**src/rtl/mem_burst_ctrl.sv**
```systemverilog
// Two-requester round-robin burst sequencer in front of a single-port memory.
// Each granted burst is issued as one single-beat memory access per cycle.
module mem_burst_ctrl #(
  parameter int ADDR_W = 9,
  parameter int DATA_W = 32,
  parameter int LEN_W  = 4
) (
  input  logic              clk,
  input  logic              rst_n,
  input  logic              req_a,
  input  logic              req_b,
  input  logic              we_a,
  input  logic              we_b,
  input  logic [ADDR_W-1:0] addr_a,
  input  logic [ADDR_W-1:0] addr_b,
  input  logic [LEN_W-1:0]  len_a,
  input  logic [LEN_W-1:0]  len_b,
  input  logic [DATA_W-1:0] wdata_a,
  input  logic [DATA_W-1:0] wdata_b,
  output logic              gnt_a,
  output logic              gnt_b,
  output logic              ack_a,
  output logic              ack_b,
  output logic              done_a,
  output logic              done_b,
  output logic              rvalid_a,
  output logic              rvalid_b,
  output logic [DATA_W-1:0] rdata,
  output logic [ADDR_W-1:0] mem_addr,
  output logic [DATA_W-1:0] mem_wdata,
  output logic              mem_we,
  output logic              mem_burst_enable,
  input  logic [DATA_W-1:0] mem_rdata
);

  typedef enum logic [1:0] {IDLE, WRITE, READ} state_t;

  state_t              state;
  state_t              state_nxt;
  logic                owner;       // 0 = A, 1 = B
  logic                last_owner;
  logic                owner_nxt;
  logic [ADDR_W-1:0]   base;
  logic [LEN_W-1:0]    beat;
  logic [LEN_W-1:0]    limit;
  logic                grant_valid;
  logic                grant_b;
  logic                last_beat;

  // Ties go to whichever requester did not own the previous burst.
  assign grant_valid = req_a | req_b;
  assign grant_b     = req_b & (~req_a | ~last_owner);
  assign last_beat   = (beat == limit);
  assign owner_nxt   = (state == IDLE) ? grant_b : owner;

  assign rdata            = mem_rdata;
  assign mem_burst_enable = 1'b0;

  // NOTE: sequential state uses non-blocking assignments so every register
  // samples the pre-edge values of the others, independent of block order.
  always_ff @(posedge clk or negedge rst_n) begin
    if (!rst_n) state <= IDLE;
    else        state <= state_nxt;
  end

  always_comb begin
    state_nxt = state;
    case (state)
      IDLE: begin
        if (grant_valid) state_nxt = (grant_b ? we_b : we_a) ? WRITE : READ;
      end
      WRITE, READ: begin
        if (last_beat) state_nxt = IDLE;
      end
      default: state_nxt = IDLE;
    endcase
  end

  always_ff @(posedge clk or negedge rst_n) begin
    if (!rst_n) begin
      owner      <= 1'b0;
      last_owner <= 1'b1;
      base       <= '0;
      beat       <= '0;
      limit      <= '0;
      gnt_a      <= 1'b0;
      gnt_b      <= 1'b0;
      rvalid_a   <= 1'b0;
      rvalid_b   <= 1'b0;
    end else begin
      if (state == IDLE) begin
        if (grant_valid) begin
          owner      <= grant_b;
          last_owner <= grant_b;
          base       <= grant_b ? addr_b : addr_a;
          limit      <= grant_b ? len_b  : len_a;
          beat       <= '0;
        end
      end else begin
        beat <= last_beat ? '0 : beat + LEN_W'(1);
      end
      gnt_a    <= (state_nxt != IDLE) && !owner_nxt;
      gnt_b    <= (state_nxt != IDLE) &&  owner_nxt;
      // Memory answers one edge after the read beat, so the strobe carries
      // the owner of the beat, not the owner of the following cycle.
      rvalid_a <= (state == READ) && !owner;
      rvalid_b <= (state == READ) &&  owner;
    end
  end

  // NOTE: every output gets a default before the case so no latch is inferred.
  always_comb begin
    mem_addr  = '0;
    mem_wdata = '0;
    mem_we    = 1'b0;
    ack_a     = 1'b0;
    ack_b     = 1'b0;
    done_a    = 1'b0;
    done_b    = 1'b0;
    case (state)
      WRITE: begin
        mem_addr  = base + ADDR_W'(beat);
        mem_wdata = owner ? wdata_b : wdata_a;
        mem_we    = 1'b1;
        ack_a     = !owner;
        ack_b     =  owner;
        done_a    = last_beat && !owner;
        done_b    = last_beat &&  owner;
      end
      READ: begin
        mem_addr  = base + ADDR_W'(beat);
        done_a    = last_beat && !owner;
        done_b    = last_beat &&  owner;
      end
      default: ;
    endcase
  end

endmodule

```
**config.mk**
```make
export PLATFORM = sky130hd
export DESIGN_NAME = mem_burst_ctrl
export DESIGN_NICKNAME = d
export VERILOG_FILES = /design/src/rtl/mem_burst_ctrl.sv
export SDC_FILE = /design/constraint.sdc
export NUM_CORES = 1
export LEC_CHECK = 0
export ABC_AREA = 0
export BUFFER_PORTS_ARGS = -buffer_cell sky130_fd_sc_hd__buf_2
export CELL_PAD_IN_SITES_DETAIL_PLACEMENT = 1
export CELL_PAD_IN_SITES_GLOBAL_PLACEMENT = 2
export CORE_MARGIN = 8
export CORE_UTILIZATION = 19
export DETAILED_ROUTE_END_ITERATION = 6
export PLACE_DENSITY_LB_ADDON = 0.08
export SLEW_MARGIN = 20
export SYNTH_ARGS = -nofsm -noshare
export SYNTH_HDL_FRONTEND = slang
export SYNTH_SLANG_ARGS = --single-unit
```
**constraint.sdc**
```tcl
create_clock -name clk -period 2.7 [get_ports clk]
set_input_delay 0.54 -clock clk [delete_from_list [all_inputs] [get_ports clk]]
set_output_delay 0.54 -clock clk [all_outputs]
set_load 0.01 [all_outputs]
```
==> impl_metrics.ini <==
[logic_synthesis]
yosysTopAreaCell = dfrtp_1
synth_nets = 406
synth_common_cells = mux2i_1 (47), buf_4 (35), nor2b_1 (34)
syn-cell-area_um2 = 2390
syn_area_per_cell_um2 = 8.90
async_flop_share_pct = 100
synth-edff-count = 0
ys_warn_count = 0
ys.flop_type = dfrtp_1
synth_cells = 268
ys_seq_elements = 25
yosys-top-cells-area = dfrtp_1 (25%), mux2i_1 (20%), buf_4 (11%)
synth.most_common_cell = mux2i_1
ys_seq_area_share_pct = 26.3
synth_top_cell_area_share_pct = 25.2
ys_types = 41

[clock_tree]
postCtsHoldBufs = 0
ctsLongestPathBuffers = 2
clk_pin_slew_ps = 70
clock-sinks = 25
cts-root-buf = clkbuf_16
h-tree-depth = 1
clkLatencyLatePin_ps = 260
cts_tree = built
cts_made_buffers = 3

[route]
finalWirelength_um = 8490
vias = 2241
viasPerCell = 4.07
post-route-drc-count = 0
route.top_layer_used = met4
met1Wirelength_um = 3840
ant_nets = 0
firstDrtPassIters = 3
drt_iter0_markers = 17
wl_met3_um = 821
wl_per_cell_um = 15.4
met2_length_um = 3760

[worst_setup_path]
worstPathMaxFanout = 5
cp_top_family = compound AO/OA/AOI/OAI gates
max_stage_delay_ps = 430
crit_path_start = beat[0]
crit_chain = ha_2 -> fa_2 -> a21o_1 -> a21oi_4 -> o21ai_1 -> a21oi_1 -> buf_2
cp.arrival_ps = 2030
crit_buf_inv = 1
crit_type = register to primary output
slowest_stage = dfrtp_2
r2r_setup_slack_ps = 900
worstRegToRegCells = 6
end_kind = primary output
r2r_start = state[0]
cp-start-kind = register
required_ps = 2160
r2r-end = gnt_b

[run]
cap_violations = 0

[min_path]
min_path_type = input port to async pin

[placement]
pre_cts_ws_ps = 108
port_buffers = 145
gp_congestion = 0.711
hpwl_um = 7080

[floorplan]
ios = 211
fp.dieH_um = 128
initial_core_util_pct = 19.1
num_rows = 41
dieArea_um2 = 16400
die_x_um = 128
core_um2 = 12500

[global_route]
grt_start_max_net_pins = 36
grt_pass1_wl_um = 13200
overflow = 0
grt_pass1_vias = 2408
antenna_found_initial = 0
track_usage_pct = 9.98

[power]
leakagePower_nw = 1.68
p_total_mw = 3.06
vdd_drop_max_mv = 0.326
powerDensity_nw_per_um2 = 964

[sta]
setup_viol = 0
fmax_ghz = 0.389
skew_ps = 1.81
fin_crit_ps = 2570
rsz0062_at_grt = no
post-route-period-util_pct = 95.2
final_max_slew_viol_count = 0
worst_pin_slew_ps = 620
worst_slack_ps = 131
final-hold-violation-count = 0
relSlewSlack_pct = 58.7
fin_tns_setup_ps = 0

[finish]
nets = 517
fillers = 1532
area_delta_synth_final_pct = 33.1
drive_above_1_share_pct = 45.0
n_antenna_cell = 0

[status]
status = completed
==> area by class of cell <==
class	instances	area, um^2	share of cell area [%]
Clock buffer	4	78.8	2.48
Inverter	6	22.5	0.709
Multi-Input combinational cell	191	1440	45.3
Sequential cell	25	629	19.8
Tap cell	172	215	6.77
Timing Repair Buffer	152	791	24.9
==> metrics by stage <==
step / instance area, um^2 / std cells / utilization [%] / hold WS, ps
global placement: 3070 / 545 / 24.6 / 486
finish: 3180 / 550 / 25.5 / 291
global route: 3180 / 550 / 25.5 / 343
floorplan: 2390 / 268 / - / 244
CTS: 3160 / 549 / 25.4 / 328
detailed placement: 3070 / 545 / 24.6 / 484
==> kinds of logic after synthesis <==
family | Yosys count | synth area share, %
compound gates | 42 | 12.6
xor+xnor | 7 | 2.57
fa+ha+maj | 10 | 5.56
buf+inv | 52 | 14.2
flops | 25 | 26.3
mux | 48 | 20.2
other cells | 1 | 0.157
simple gates | 83 | 18.4
==> state kept, by name (all words and copies together), names as in the netlist <==
register	count
base	9
beat	4
gnt_a	1
gnt_b	1
last_owner	1
limit	4
owner	1
rvalid_a	1
rvalid_b	1
state	2
==> how the worst max path moves through the flow <==
stage | end | depth (start not counted)
5_1_grt | mem_addr[6] | 7
3_3_place_gp | mem_addr[8] | 7
2_1_floorplan | mem_addr[8] | 6
4_1_cts | mem_addr[8] | 7
6_report | mem_addr[8] | 7
3_5_place_dp | mem_addr[8] | 7
==> power breakdown <==
group | switching, mW | internal (mW)
logic | 1.06 | 0.903
registers | 0.208 | 0.552
clock network | 0.141 | 0.202
total | 1.40 | 1.66
==> metal layers <==
metal / GRT usage, % / vias to the layer above
li1: - / 1098
met1: 12.3 / 1017
met2: 16.4 / 114
met3: 3.33 / 12
met4: 2.24 / 0
met5: 0 / -
==> repair_timing <==
action / CTS / global route
gates resized for setup: 3 / 6
setup endpoints to repair: 4 / 4
pin swaps: 1 / 3
gates cloned: 0 / 0
setup buffers: 0 / 1
==> cells in the final DEF (no fill, tap or decap), drive strengths merged, types with 3 or more instances in the layout <==
cell	instances
nand2	21
o21ai	17
mux2i	47
a21o	3
and2	4
xnor2	6
nor2b	34
dfrtp	24
a22o	3
buf	152
clkbuf	4
nor2	12
ha	9
a21oi	7
nand2b	4
inv	6
a31oi	3
(Power assumes the default switching activity.)
